<file path="src/rtl/ifu_if.sv">
// Fetch-unit bus bundle: IRAM read port, decode-side instruction port and PC redirect inputs.
// master = fetch unit, slave = environment (IRAM + decode/ALU).
interface ifu_if #(
  parameter int unsigned XLEN = 32
) ();
  logic            iram_rd_en_o;
  logic [XLEN-1:0] iram_rd_addr_o;
  logic            iram_rd_valid_i;
  logic [XLEN-1:0] iram_rd_data_i;
  logic            inst_valid_o;
  logic            inst_ready_i;
  logic [XLEN-1:0] inst_data_o;
  logic [XLEN-1:0] inst_pc_o;
  logic [XLEN-1:0] pc_next_o;
  logic            pc_wr_en_i;
  logic [XLEN-1:0] alu_data_i;
  logic            fetch_misalign_o;

  modport master (
    output iram_rd_en_o, iram_rd_addr_o,
    input  iram_rd_valid_i, iram_rd_data_i,
    output inst_valid_o, inst_data_o, inst_pc_o, pc_next_o,
    input  inst_ready_i, pc_wr_en_i, alu_data_i,
    output fetch_misalign_o
  );

  modport slave (
    input  iram_rd_en_o, iram_rd_addr_o,
    output iram_rd_valid_i, iram_rd_data_i,
    input  inst_valid_o, inst_data_o, inst_pc_o, pc_next_o,
    output inst_ready_i, pc_wr_en_i, alu_data_i,
    input  fetch_misalign_o
  );
endinterface

</file>
<file path="src/rtl/ifu.sv">
// Instruction fetch unit: owns the fetch PC, issues IRAM word reads and buffers {pc, inst} pairs.
// Optional macro IFU_MISALIGN_EN: a redirect target with bit[1] set latches fetch_misalign_o and halts fetch.
module ifu #(
  parameter int unsigned     XLEN       = 32,
  parameter logic [XLEN-1:0] RESET_PC   = '0,
  parameter int unsigned     FIFO_DEPTH = 2
) (
  input  logic  clk_i,
  input  logic  rst_n_i,
  ifu_if.master bus
);

  localparam int unsigned     PTR_W = (FIFO_DEPTH > 1) ? $clog2(FIFO_DEPTH) : 1;
  localparam int unsigned     CNT_W = $clog2(FIFO_DEPTH) + 1;
  localparam logic [XLEN-1:0] NOP   = XLEN'(32'h0000_0013);

  typedef enum logic [1:0] {
    S_BOOT  = 2'd0,
    S_RUN   = 2'd1,
    S_FLUSH = 2'd2
`ifdef IFU_MISALIGN_EN
    , S_HALT = 2'd3
`endif
  } state_t;

  state_t           r_state;
  state_t           w_state_nxt;
  logic [XLEN-1:0]  r_fetch_pc;
  logic [XLEN-1:0]  r_resp_pc;
  logic [CNT_W-1:0] r_outstanding;
  logic [CNT_W-1:0] r_drop_cnt;
  logic [CNT_W-1:0] r_count;
  logic [PTR_W-1:0] r_wr_ptr;
  logic [PTR_W-1:0] r_rd_ptr;
  logic [XLEN-1:0]  r_fifo_pc   [FIFO_DEPTH];
  logic [XLEN-1:0]  r_fifo_inst [FIFO_DEPTH];

  logic             w_valid;
  logic             w_pop;
  logic             w_redirect;
  logic             w_halted;
  logic             w_misalign_hit;
  logic [XLEN-1:0]  w_target;
  logic [CNT_W:0]   w_sum;
  logic             w_issue;
  logic             w_accept;
  logic             w_push;
  logic             w_drop;
  logic [CNT_W-1:0] w_drop_redir;

  assign w_valid    = (r_count != '0);
  assign w_pop      = w_valid && bus.inst_ready_i;
  assign w_redirect = w_pop && bus.pc_wr_en_i;

`ifdef IFU_MISALIGN_EN
  logic r_misalign;

  assign w_target       = bus.alu_data_i & ~XLEN'(1);
  assign w_misalign_hit = w_redirect && w_target[1];
  assign w_halted       = (r_state == S_HALT);
`else
  assign w_target       = bus.alu_data_i & ~XLEN'(3);
  assign w_misalign_hit = 1'b0;
  assign w_halted       = 1'b0;
`endif

  // Reads in flight plus buffered entries never exceed the FIFO depth, so a push always has room.
  assign w_sum    = {1'b0, r_outstanding} + {1'b0, r_count};
  assign w_issue  = (r_state == S_RUN) && (w_sum < (CNT_W + 1)'(FIFO_DEPTH)) && !w_redirect;
  assign w_accept = bus.iram_rd_valid_i && (r_drop_cnt == '0) && !w_halted;
  assign w_push   = w_accept && !w_redirect;
  assign w_drop   = bus.iram_rd_valid_i && (r_drop_cnt != '0);

  // Every read still in flight after the redirect edge becomes a stale response to discard.
  assign w_drop_redir = r_drop_cnt + r_outstanding - CNT_W'(bus.iram_rd_valid_i);

  always_comb begin
    w_state_nxt = r_state;
    case (r_state)
      S_BOOT: w_state_nxt = S_RUN;
      S_RUN, S_FLUSH: begin
        if (w_redirect) begin
          w_state_nxt = (w_drop_redir != '0) ? S_FLUSH : S_RUN;
        end else if ((r_state == S_FLUSH) &&
                     ((r_drop_cnt == '0) || ((r_drop_cnt == CNT_W'(1)) && bus.iram_rd_valid_i))) begin
          w_state_nxt = S_RUN;
        end
      end
      default: w_state_nxt = r_state;
    endcase
`ifdef IFU_MISALIGN_EN
    if (w_misalign_hit) begin
      w_state_nxt = S_HALT;
    end
`endif
  end

  always_ff @(posedge clk_i or negedge rst_n_i) begin
    if (!rst_n_i) begin
      r_state <= S_BOOT;
    end else begin
      r_state <= w_state_nxt;
    end
  end

  always_ff @(posedge clk_i or negedge rst_n_i) begin
    if (!rst_n_i) begin
      r_fetch_pc    <= RESET_PC;
      r_resp_pc     <= RESET_PC;
      r_outstanding <= '0;
      r_drop_cnt    <= '0;
    end else if (w_redirect) begin
      r_fetch_pc    <= w_target;
      r_resp_pc     <= w_target;
      r_outstanding <= '0;
      r_drop_cnt    <= w_drop_redir;
    end else begin
      if (w_issue) begin
        r_fetch_pc <= r_fetch_pc + XLEN'(4);
      end
      if (w_push) begin
        r_resp_pc <= r_resp_pc + XLEN'(4);
      end
      if (w_drop) begin
        r_drop_cnt <= r_drop_cnt - CNT_W'(1);
      end
      r_outstanding <= r_outstanding + CNT_W'(w_issue) - CNT_W'(w_accept);
    end
  end

  // FIFO control; a redirect empties it and overrides any same-cycle push.
  always_ff @(posedge clk_i or negedge rst_n_i) begin
    if (!rst_n_i) begin
      r_wr_ptr <= '0;
      r_rd_ptr <= '0;
      r_count  <= '0;
    end else if (w_redirect) begin
      r_wr_ptr <= '0;
      r_rd_ptr <= '0;
      r_count  <= '0;
    end else begin
      if (w_push) begin
        r_wr_ptr <= r_wr_ptr + PTR_W'(1);
      end
      if (w_pop) begin
        r_rd_ptr <= r_rd_ptr + PTR_W'(1);
      end
      r_count <= r_count + CNT_W'(w_push) - CNT_W'(w_pop);
    end
  end

  always_ff @(posedge clk_i) begin
    if (w_push) begin
      r_fifo_pc[r_wr_ptr]   <= r_resp_pc;
      r_fifo_inst[r_wr_ptr] <= bus.iram_rd_data_i;
    end
  end

`ifdef IFU_MISALIGN_EN
  always_ff @(posedge clk_i or negedge rst_n_i) begin
    if (!rst_n_i) begin
      r_misalign <= 1'b0;
    end else if (w_misalign_hit) begin
      r_misalign <= 1'b1;
    end
  end

  assign bus.fetch_misalign_o = r_misalign;
`else
  assign bus.fetch_misalign_o = 1'b0;
`endif

  assign bus.iram_rd_en_o   = w_issue;
  assign bus.iram_rd_addr_o = r_fetch_pc;
  assign bus.inst_valid_o   = w_valid;
  assign bus.inst_data_o    = w_valid ? r_fifo_inst[r_rd_ptr] : NOP;
  assign bus.inst_pc_o      = w_valid ? r_fifo_pc[r_rd_ptr] : '0;
  assign bus.pc_next_o      = w_valid ? (r_fifo_pc[r_rd_ptr] + XLEN'(4)) : '0;

endmodule

</file>
<file path="src/flat_wrapper.sv">
// flat-port wrapper written by rule: the top's interface ports become plain ports
module ifu_flat 
#(
  parameter int unsigned     XLEN       = 32,
  parameter logic [XLEN-1:0] RESET_PC   = '0,
  parameter int unsigned     FIFO_DEPTH = 2
)
  (clk_i, rst_n_i, bus_iram_rd_en_o, bus_iram_rd_addr_o, bus_iram_rd_valid_i, bus_iram_rd_data_i, bus_inst_valid_o, bus_inst_data_o, bus_inst_pc_o, bus_pc_next_o, bus_inst_ready_i, bus_pc_wr_en_i, bus_alu_data_i, bus_fetch_misalign_o);
  ifu_if #(.XLEN(XLEN)) bus_i ();
  input  logic clk_i;
  input  logic rst_n_i;
  output wire logic [$bits(bus_i.iram_rd_en_o)-1:0] bus_iram_rd_en_o;
  output wire logic [$bits(bus_i.iram_rd_addr_o)-1:0] bus_iram_rd_addr_o;
  input wire logic [$bits(bus_i.iram_rd_valid_i)-1:0] bus_iram_rd_valid_i;
  input wire logic [$bits(bus_i.iram_rd_data_i)-1:0] bus_iram_rd_data_i;
  output wire logic [$bits(bus_i.inst_valid_o)-1:0] bus_inst_valid_o;
  output wire logic [$bits(bus_i.inst_data_o)-1:0] bus_inst_data_o;
  output wire logic [$bits(bus_i.inst_pc_o)-1:0] bus_inst_pc_o;
  output wire logic [$bits(bus_i.pc_next_o)-1:0] bus_pc_next_o;
  input wire logic [$bits(bus_i.inst_ready_i)-1:0] bus_inst_ready_i;
  input wire logic [$bits(bus_i.pc_wr_en_i)-1:0] bus_pc_wr_en_i;
  input wire logic [$bits(bus_i.alu_data_i)-1:0] bus_alu_data_i;
  output wire logic [$bits(bus_i.fetch_misalign_o)-1:0] bus_fetch_misalign_o;
  assign bus_iram_rd_en_o = bus_i.iram_rd_en_o;
  assign bus_iram_rd_addr_o = bus_i.iram_rd_addr_o;
  assign bus_i.iram_rd_valid_i = bus_iram_rd_valid_i;
  assign bus_i.iram_rd_data_i = bus_iram_rd_data_i;
  assign bus_inst_valid_o = bus_i.inst_valid_o;
  assign bus_inst_data_o = bus_i.inst_data_o;
  assign bus_inst_pc_o = bus_i.inst_pc_o;
  assign bus_pc_next_o = bus_i.pc_next_o;
  assign bus_i.inst_ready_i = bus_inst_ready_i;
  assign bus_i.pc_wr_en_i = bus_pc_wr_en_i;
  assign bus_i.alu_data_i = bus_alu_data_i;
  assign bus_fetch_misalign_o = bus_i.fetch_misalign_o;
  ifu #(.XLEN(XLEN), .RESET_PC(RESET_PC), .FIFO_DEPTH(FIFO_DEPTH)) u_core (.clk_i(clk_i), .rst_n_i(rst_n_i), .bus(bus_i));
endmodule
</file>
<file path="config.mk">
export PLATFORM = sky130hd
export DESIGN_NAME = ifu_flat
export DESIGN_NICKNAME = d
export VERILOG_FILES = /design/src/rtl/ifu_if.sv /design/src/rtl/ifu.sv /design/src/flat_wrapper.sv
export SDC_FILE = /design/constraint.sdc
export NUM_CORES = 1
export LEC_CHECK = 0
export BUFFER_PORTS_ARGS = -buffer_cell sky130_fd_sc_hd__buf_2
export CORE_MARGIN = 8
export CORE_UTILIZATION = 35
export DETAILED_ROUTE_END_ITERATION = 8
export SYNTH_ARGS = -nofsm -noshare
export SYNTH_HDL_FRONTEND = slang
export SYNTH_SLANG_ARGS = --single-unit
</file>
<file path="constraint.sdc">
create_clock -name clk_i -period 7.3 [get_ports clk_i]
set_input_delay 1.095 -clock clk_i [delete_from_list [all_inputs] [get_ports clk_i]]
set_output_delay 1.095 -clock clk_i [all_outputs]
set_load 0.05 [all_outputs]
</file>
==> results of run 1 <==
where the power goes:
| group | leakage (nW) | internal [mW] | switching, mW |
|---|---|---|---|
| logic | 2.35 | 0.784 | 2.21 |
| clock network | 0.256 | 0.470 | 0.410 |
| registers | 1.90 | 1.51 | 0.357 |
| total | 4.51 | 2.77 | 2.97 |
sequential cells by signal, indices dropped and copies added, names as in the netlist:
signal                     flops
u_core.r_fifo_inst            64
u_core.r_wr_ptr                1
u_core.r_state                 2
u_core.r_fifo_pc              60
u_core.r_resp_pc              30
u_core.r_outstanding           2
u_core.r_count                 2
u_core.bus.iram_rd_addr_o     30
u_core.r_rd_ptr                1
u_core.r_drop_cnt              2
cells in the final DEF, fill, tap and decap left out, types with 5 or more instances in the layout:
master     count
o21ai_0       24
buf_2        190
nand3_1       34
clkbuf_16     17
nand2_1       67
xnor2_1       28
inv_1         18
edfxtp_1     124
a31oi_1        7
xor2_1        46
a21oi_1       56
mux2_2         6
ha_1          14
buf_4         11
o21a_1         5
mux2i_1       60
nor2_1       117
nand4b_1       7
conb_1         7
clkinv_1       5
nor3_1         9
dfrtp_1       69
and3_1        19
and2_1        10
nand4_1       40
o31ai_1        5
per-layer routing:
metal  up-vias  routed length (um)  share of wire [%]  track usage (%)
li1       3449                   -                  -                -
met1      3311               12660                 52            21.45
met2       231               10180                 42            21.22
met3         8                1478                6.0            3.952
met4         0                 203               0.83            3.149
met5         -                   0                  0                0
worst max path at each step:
stage               startpoint                        to  slack [ps]
2_1_floorplan   bus_pc_wr_en_i  u_core.r_fifo_inst[0][0]        1030
3_3_place_gp   u_core.r_rd_ptr         bus_pc_next_o[31]        2650
3_5_place_dp   u_core.r_rd_ptr         bus_pc_next_o[31]        2620
4_1_cts        u_core.r_rd_ptr         bus_pc_next_o[31]        2150
5_1_grt        u_core.r_rd_ptr         bus_pc_next_o[31]        1950
6_report       u_core.r_rd_ptr         bus_pc_next_o[31]        2240
cell families after synthesis:
family	share of synthesized area, %
simple gates	16.85
flops	57.16
compound gates	6.962
xor+xnor	6.766
mux	7.092
buf+inv	3.095
fa+ha+maj	2.038
other cells	0.03915
layout make-up:
class / instances / area [um2]
Fill cell: 2583 / 15540
Multi-Input combinational cell: 607 / 3856
Sequential cell: 194 / 5479
Clock inverter: 13 / 111.4
Timing Repair Buffer: 201 / 1033
Tap cell: 341 / 426.7
Inverter: 19 / 71.32
Clock buffer: 19 / 432.9
worst max-delay path, stage by stage, from the launching register on:
cell     delay, ps
dfrtp_4        990
buf_4          650
nand4_1        220
a22oi_2        420
nand4_2        310
nor4_1         360
mux2_2         370
buf_2          210
==> results.toml, run 1 <==
[timing]
whs_ps = 513.1
slew_viol_final = 0
worst-slew-pin-transition_ps = 929.5
rsz0062_at_grt = "no"
setup_slack_ps = 2244
clock_skew_ps = 25.50
period_share_pct = 69.26
slew_headroom_pct = 38.03
fin_crit_ps = 5056
finalSetupTns_ps = 0
fmax_mhz = 197.8
setup_viol = 0
final-hold-violation-count = 0

[power_and_ir_drop]
p_per_area_nw_per_um2 = 503.2
finalPower_mw = 5.742
p_leak_nw = 4.505
vdd_ir_drop_max_mv = 0.2483

[critical_path]
regToRegSetupSlack_ps = 4370
regToRegStartpoint = "u_core.r_count[0]"
setup.worst_path.class = "reg -> out"
r2r_end = "u_core.bus.iram_rd_addr_o[24]"
worstPathRequired_ps = 6200
cp.arrival_ps = 3960
worstRegToRegCells = 8
worstSetupStartpointType = "flip-flop"
crit_path_max_fanout = 70
end_kind = "output port"

[place]
hpwl_um = 17600
place_area_um2 = 10870
place_worst_setup_slack_ps = 2622
place_congestion = 0.8354
io_buffers = 190
dp_cells = 1362

[clocking]
holdBufCountCts = 0
htreeDepth = 4
cts_root_buffer = "clkbuf_16"
cts.sinks = 194
cts-buffers-inserted = 17
clock_latency_ps = 440
clk_pin_slew_ps = 70
post-cts-setup-buffers = 0
cts_tree = "yes"
cts_buffer_depth = 2
ctsResizeCount = 0

[routing]
wl_um = 24530
ant_nets = 0
drcViolationCount = 0
vias = 6999
routed_via_density = 5.021
drt-initial-drc-count = 350
wl_per_cell_um = 17.59
firstDrtPassIters = 6

[yosys]
ys_types = 56
synth_edf_count = 124
ys_seq_elements = 194
yosysWarnings = 0
synth_top_area_share_pct = 38.87
yosys-top-cells-count = "edfxtp_1 (124), nor2_1 (118), dfrtp_1 (70), nand2_1 (67), mux2i_1 (60)"
yosysMostFrequentCell = "edfxtp_1"
syn_avg_cell_area_um2 = 11.15
synthFlopType = "edfxtp_1"
synth_area_leaders = "edfxtp_1 (39%), dfrtp_1 (18%), mux2i_1 (6.3%)"
synth_top_cell_by_area = "edfxtp_1"
synthCells = 859
netlist_area_um2 = 9579
yosysSeqAreaShare_pct = 57.16
asyncSetResetFlopFracSynth_pct = 36.08

[finish]
area.growth.synth_to_final_pct = 19.12
final_util_pct = 42.34
antenna-diode-count = 0
fin_nets = 1124
drive_gt1_share_pct = 23.55
postLayoutCellArea_um2 = 11410
fin_cells = 1394

[hold_path]
hold_path_depth = 0
hold_class = "reg -> reg"
worst_hold_startpoint = "u_core.r_resp_pc[28]"
whs_endpoint = "u_core.r_fifo_pc[1][28]"

[run]
drv_cap = 0

[run_status]
outcome = "finished clean"

[global_route]
grt_pass1_wl_um = 38230
grt_pass1_vias = 6891
grt_max_degree = 95
antenna_found_initial = 0
grt_overflow_total = 0
grt_use_total_pct = 14.64

[die]
die_area_um2 = 32920
pin_count = 200
core_um2 = 26950
start_util_pct = 35.54
row_count = 60
die_w_um = 181.4
die_height_um = 181.4
Power figures use the tool's default switching activity.
==> inputs of run 2 (changes only) <==
ABC_AREA = 1   (was not set)
clock period = 4.6 ns   (was 7.3 ns; I/O delays follow)
==> run 2 against run 1 <==
Effect of this change:
- largest cell class unchanged
- synthesized cell count grew 64%
- routed wire length grew 24%
- critical path depth grew 6
- sequential power grew 57%
- non-clock buffer count grew 2
- register-to-register slack lost 2700 ps
- clock power grew 84%
- via count grew 38%
- critical endpoint is now bus_pc_next_o[28]
- setup slack lost 1700 ps
- clock skew shrank 4.1 ps
- total power grew 84%
==> results.toml, run 2 <==
[global_route]
grt_use_total_pct = 16.40
grt_pass1_vias = 9199
grt_pass1_wl_um = 47960
grt_max_degree = 75
grt_overflow_total = 0
antenna_found_initial = 0

[finish]
top_regs = "u_core.r_fifo_inst (64), u_core.r_fifo_pc (60)"
drive_gt1_share_pct = 16.99
largest_reg_flops = 64
largest_register = "u_core.r_fifo_inst"
fillerInstances = 3071
fin_nets = 1666
area.growth.synth_to_final_pct = 18.37
fin_cells = 1991
final_common_cell = "nand2_1"
mostFrequentLayoutCells = "nand2_1 (461), nor2_1 (190), buf_2 (190)"
antenna-diode-count = 0

[timing]
clock_skew_ps = 21.37
setup_viol = 0
fin_crit_ps = 4017
period_share_pct = 87.33
final-hold-violation-count = 0
finalSetupTns_ps = 0
rsz0062_at_grt = "no"
fmax_mhz = 248.9
whs_ps = 280.6
worst-slew-pin-transition_ps = 838.7
setup_slack_ps = 582.8
slew_headroom_pct = 44.09
slew_viol_final = 0

[die]
die_height_um = 191.8
die_w_um = 191.8
start_util_pct = 35.47
row_count = 64
core_um2 = 30510
die_area_um2 = 36800
pin_count = 200

[yosys]
synthFlopType = "edfxtp_1"
yosysMostFrequentCell = "nand2_1"
synth_top_area_share_pct = 34.41
synth_top_family_by_area = "simple AND/OR/NAND/NOR gates"
synth_edf_count = 124
synth_xor_xnor_area_share_pct = 0.8093
synthSimpleGateAreaFrac_pct = 31.24
netlist_area_um2 = 10820
synth_area_leaders = "edfxtp_1 (34%), dfrtp_1 (16%), nand2_1 (16%)"
asyncSetResetFlopFracSynth_pct = 36.08
synth_compound_area_share_pct = 7.111
yosys-top-cells-count = "nand2_1 (462), nor2_1 (192), inv_1 (166), edfxtp_1 (124), nand3_1 (112)"
ys_seq_elements = 194
synthCells = 1405
synth_top_cell_by_area = "edfxtp_1"
synth_adder_area_share_pct = 1.804
yosysWarnings = 0
muxShareOfSynthArea_pct = 0
yosysSeqAreaShare_pct = 50.60
ys_types = 39
syn_avg_cell_area_um2 = 7.702

[clocking]
cts.sinks = 194
clk_pin_slew_ps = 90
holdBufCountCts = 0
clock_latency_ps = 450
cts_root_buffer = "clkbuf_16"
cts_buffer_depth = 2
post-cts-setup-buffers = 0
cts-buffers-inserted = 17
ctsResizeCount = 0
htreeDepth = 4
cts_tree = "yes"

[place]
place_worst_setup_slack_ps = 1035
dp_cells = 1959
io_buffers = 190
hpwl_um = 22560
place_congestion = 0.8735

[routing]
wl_per_cell_um = 15.25
routed_via_density = 4.847
drcViolationCount = 0
ant_nets = 0
firstDrtPassIters = 5
vias = 9651
drt-initial-drc-count = 763
wl_um = 30360

[critical_path]
end_kind = "output port"
cpPeakStageDelay_ps = 720
critical-path-top-delay-family = "simple AND/OR/NAND/NOR gates"
crit_path_max_fanout = 30
cp_num_buf_inv = 4
cp_slowest_cell = "dfrtp_2"
crit_top_cell = "nand2_1"
worstSetupStartpointType = "flip-flop"
worstPathRequired_ps = 3910
cp.arrival_ps = 3330
setup.worst_path.class = "reg -> out"
path_cells = "buf_4 -> o21ai_1 -> inv_1 -> ha_1 -> nand2_1 -> nor2_2 -> nand3_1 -> nor2_2 -> nand2_1 -> nand2_1 -> nand2_1 -> inv_1 -> buf_2"

[power_and_ir_drop]
p_per_area_nw_per_um2 = 823.7
p_leak_nw = 6.063
finalPower_mw = 10.55
vdd_ir_drop_max_mv = 0.4459

[run]
drv_cap = 0

[hold_path]
hold_class = "in -> async"

[run_status]
outcome = "finished clean"
==> run 2: cell count changes after synthesis, sizes merged, moves of 24 or more <==
cell   before  now
inv        18  172
mux2i      60    0
nand4      42    8
xor2       46    6
nor2      118  205
xnor2      28    4
nand2      67  463
nand3      36  113
==> run 2: final cells by class <==
cell class | count | area, um2 | share of cell area, %
repair buffers | 203 | 1049 | 8.185
multi-input cells | 994 | 4482 | 34.99
flip-flops and latches | 194 | 5477 | 42.75
inverters | 172 | 645.6 | 5.040
clock buffers | 17 | 425.4 | 3.321
well taps | 396 | 495.5 | 3.868
clock inverters | 15 | 236.5 | 1.846
==> run 2: power breakdown <==
part	total (mW)	internal (mW)	switching [mW]
registers	2.94	2.41	0.531
logic	5.99	1.38	4.61
clock network	1.62	0.785	0.833
total	10.6	4.57	5.98
==> run 2: stage by stage <==
step	utilization, %	area [um2]
3_5_place_dp	39.82	12150
3_3_place_gp	39.82	12150
5_1_grt	41.99	12810
2_1_floorplan	-	10840
6_report	41.99	12810
4_1_cts	41.99	12810
==> run 2: path summary, 6_finish.rpt <==
kind	cells past startpoint	to	slack [ps]	startpoint
min in group clk_i	1	u_core.r_fifo_inst[0][27]	430	bus_iram_rd_data_i[27]
worst min-delay path	1	u_core.bus.iram_rd_addr_o[23]	280	rst_n_i
max in group asynchronous	3	u_core.r_resp_pc[31]	3160	rst_n_i
worst max register to register	12	u_core.r_outstanding[1]	1680	u_core.r_count[0]
worst min register to register	0	u_core.r_fifo_pc[0][31]	530	u_core.r_resp_pc[31]
worst max-delay path	13	bus_pc_next_o[28]	580	u_core.r_rd_ptr
==> run 2: logic make-up (layout without fill, tap and decap cells) <==
| logic type | after synthesis | in the layout |
|---|---|---|
| adder cells (fa/ha/maj) | 15 | 15 |
| AND/OR/NAND/NOR | 821 | 821 |
| buffers and inverters | 223 | 407 |
| XOR/XNOR | 10 | 10 |
| other | 1 | 7 |
| flip-flops | 194 | 194 |
| AO/OA/AOI/OAI | 141 | 141 |
==> run 2: metal layers <==
metal | vias to the layer above | part of all wire, % | track usage [%]
met5 | - | 0 | 0
met4 | 0 | 0.86 | 3.523
met3 | 13 | 9.0 | 4.121
met2 | 329 | 43 | 25.12
met1 | 4462 | 47 | 23.07
li1 | 4847 | - | -
==> inputs of run 3 (changes only) <==
CTS_BUF_LIST = sky130_fd_sc_hd__clkbuf_4 sky130_fd_sc_hd__clkbuf_8   (was not set)
==> run 3 against run 2 <==
Effect of this change:
- clock-buffer cell count stayed put
- routed wire length is 0.12% lower
- largest cell class unchanged
- fmax is 1.1% lower
- via count is 0.24% lower
- register-to-register slack hardly changed
==> results.toml, run 3 (synthesis results as in run 2) <==
[finish]
top_regs = "u_core.r_fifo_inst (64), u_core.r_fifo_pc (60)"
drive_gt1_share_pct = 16.99
fillerInstances = 3094
mostFrequentLayoutCells = "nand2_1 (461), nor2_1 (190), buf_2 (190)"
fin_cells = 1992
largest_reg_flops = 64
final_common_cell = "nand2_1"
largest_register = "u_core.r_fifo_inst"
final_util_pct = 41.37
area.growth.synth_to_final_pct = 16.63
fin_nets = 1666

[global_route]
grt_overflow_total = 0
grt_use_total_pct = 16.32
met2_usage_pct = 25.10
grt-busiest-layer = "met2"
grt_max_degree = 75
grt_pass1_wl_um = 47800
met3_usage_pct = 4.121
antenna_found_initial = 0
grt_pass1_vias = 9165
use_met1_pct = 23.03

[run]
drv_cap = 0

[critical_path]
cp_num_buf_inv = 4
regToRegSetupSlack_ps = 1690
setup.worst_path.class = "reg -> out"
cp.arrival_ps = 3370
cp_slowest_cell = "dfrtp_2"
worstSetupStartpointType = "flip-flop"
end_kind = "output port"
regToRegStartpoint = "u_core.r_count[1]"
worstPathRequired_ps = 3910
path_cells = "buf_4 -> o21ai_1 -> inv_1 -> ha_1 -> nand2_1 -> nor2_2 -> nand3_1 -> nor2_2 -> nand2_1 -> nand2_1 -> nand2_1 -> inv_1 -> buf_2"
cpPeakStageDelay_ps = 730
r2r_end = "u_core.r_outstanding[1]"
worstRegToRegCells = 10
critical-path-top-delay-family = "simple AND/OR/NAND/NOR gates"
crit_top_cell = "nand2_1"
crit_path_max_fanout = 30

[routing]
ant_nets = 0
drcViolationCount = 0
routed_via_density = 4.833
wl_per_cell_um = 15.22
wl_um = 30320
drt-initial-drc-count = 840
firstDrtPassIters = 5
vias = 9628

[run_status]
outcome = "finished clean"

[clocking]
post-cts-setup-buffers = 0
cts_root_buffer = "clkbuf_8"
clock_latency_ps = 490
htreeDepth = 4
cts_tree = "yes"
ctsResizeCount = 0
holdBufCountCts = 0
cts.sinks = 194
cts_buffer_depth = 2
clk_pin_slew_ps = 130
cts-buffers-inserted = 17

[place]
io_buffers = 190
dp_cells = 1959
hpwl_um = 22560
place_congestion = 0.8735
place_worst_setup_slack_ps = 1035

[die]
row_count = 64
start_util_pct = 35.47
die_w_um = 191.8
die_area_um2 = 36800
core_um2 = 30510
pin_count = 200
die_height_um = 191.8

[timing]
final-hold-violation-count = 0
period_share_pct = 88.28
rsz0062_at_grt = "no"
slew_viol_final = 0
setup_slack_ps = 539.1
finalSetupTns_ps = 0
clock_skew_ps = 27.65
setup_viol = 0
slew_headroom_pct = 43.64
fin_crit_ps = 4061
fmax_mhz = 246.3
worst-slew-pin-transition_ps = 845.4

[power_and_ir_drop]
vdd_ir_drop_max_mv = 0.4331
p_per_area_nw_per_um2 = 806.9
p_leak_nw = 5.975
finalPower_mw = 10.18

[hold_path]
hold_class = "in -> async"
## run 3: changes by cell type in the layout (fill, tap and decap cells not counted)
| cell | previous run | this run |
|---|---|---|
| clkbuf_8 | 0 | 17 |
| diode_2 | 0 | 1 |
| clkbuf_16 | 17 | 0 |
## run 3: power by group
| group | leakage [nW] | switching (mW) | internal, mW | total, mW |
|---|---|---|---|---|
| Clock | 0.231 | 0.794 | 0.464 | 1.26 |
| Sequential | 1.96 | 0.531 | 2.41 | 2.94 |
| Combinational | 3.78 | 4.61 | 1.38 | 5.99 |
| Total | 5.98 | 5.93 | 4.25 | 10.2 |
## run 3: final cells by class
cell class | count | area (um2) | share of cell area (%)
diodes | 1 | 2.502 | 0.01983
clock buffers | 17 | 234.0 | 1.854
clock inverters | 15 | 236.5 | 1.874
inverters | 172 | 645.6 | 5.115
multi-input cells | 994 | 4482 | 35.51
flip-flops and latches | 194 | 5477 | 43.39
well taps | 396 | 495.5 | 3.926
repair buffers | 203 | 1049 | 8.308
## run 3: worst max-delay path by stage
stage	startpoint	end	slack (ps)	depth (start not counted)
2_1_floorplan	bus_inst_ready_i	u_core.r_fifo_inst[0][0]	210	6
3_3_place_gp	u_core.r_rd_ptr	bus_pc_next_o[28]	1070	13
3_5_place_dp	u_core.r_rd_ptr	bus_pc_next_o[28]	1030	13
4_1_cts	u_core.r_rd_ptr	bus_pc_next_o[28]	490	13
5_1_grt	u_core.r_rd_ptr	bus_pc_next_o[28]	240	13
6_report	u_core.r_rd_ptr	bus_pc_next_o[28]	540	13
## run 3: worst reg2reg max path, delay by kind of cell, from the launching register on
kind,cells,cell delay [ps]
buffers and inverters,2,430
adder cells (fa/ha/maj),3,1030
XOR/XNOR,1,140
AND/OR/NAND/NOR,4,680
flip-flops,1,480
## run 3: routing by layer
metal | vias to the layer above | routed length [um]
li1 | 4838 | -
met1 | 4456 | 14250
met2 | 317 | 12960
met3 | 17 | 2830
met4 | 0 | 276
met5 | - | 0
## run 3: per-stage QoR
stage	instance area, um2	hold WS, ps
final	12620	238.7
after global routing	12620	244.2
after CTS	12620	236.0
after detailed placement	12150	515.7
after global placement	12150	502.9
after floorplan	10840	394.4
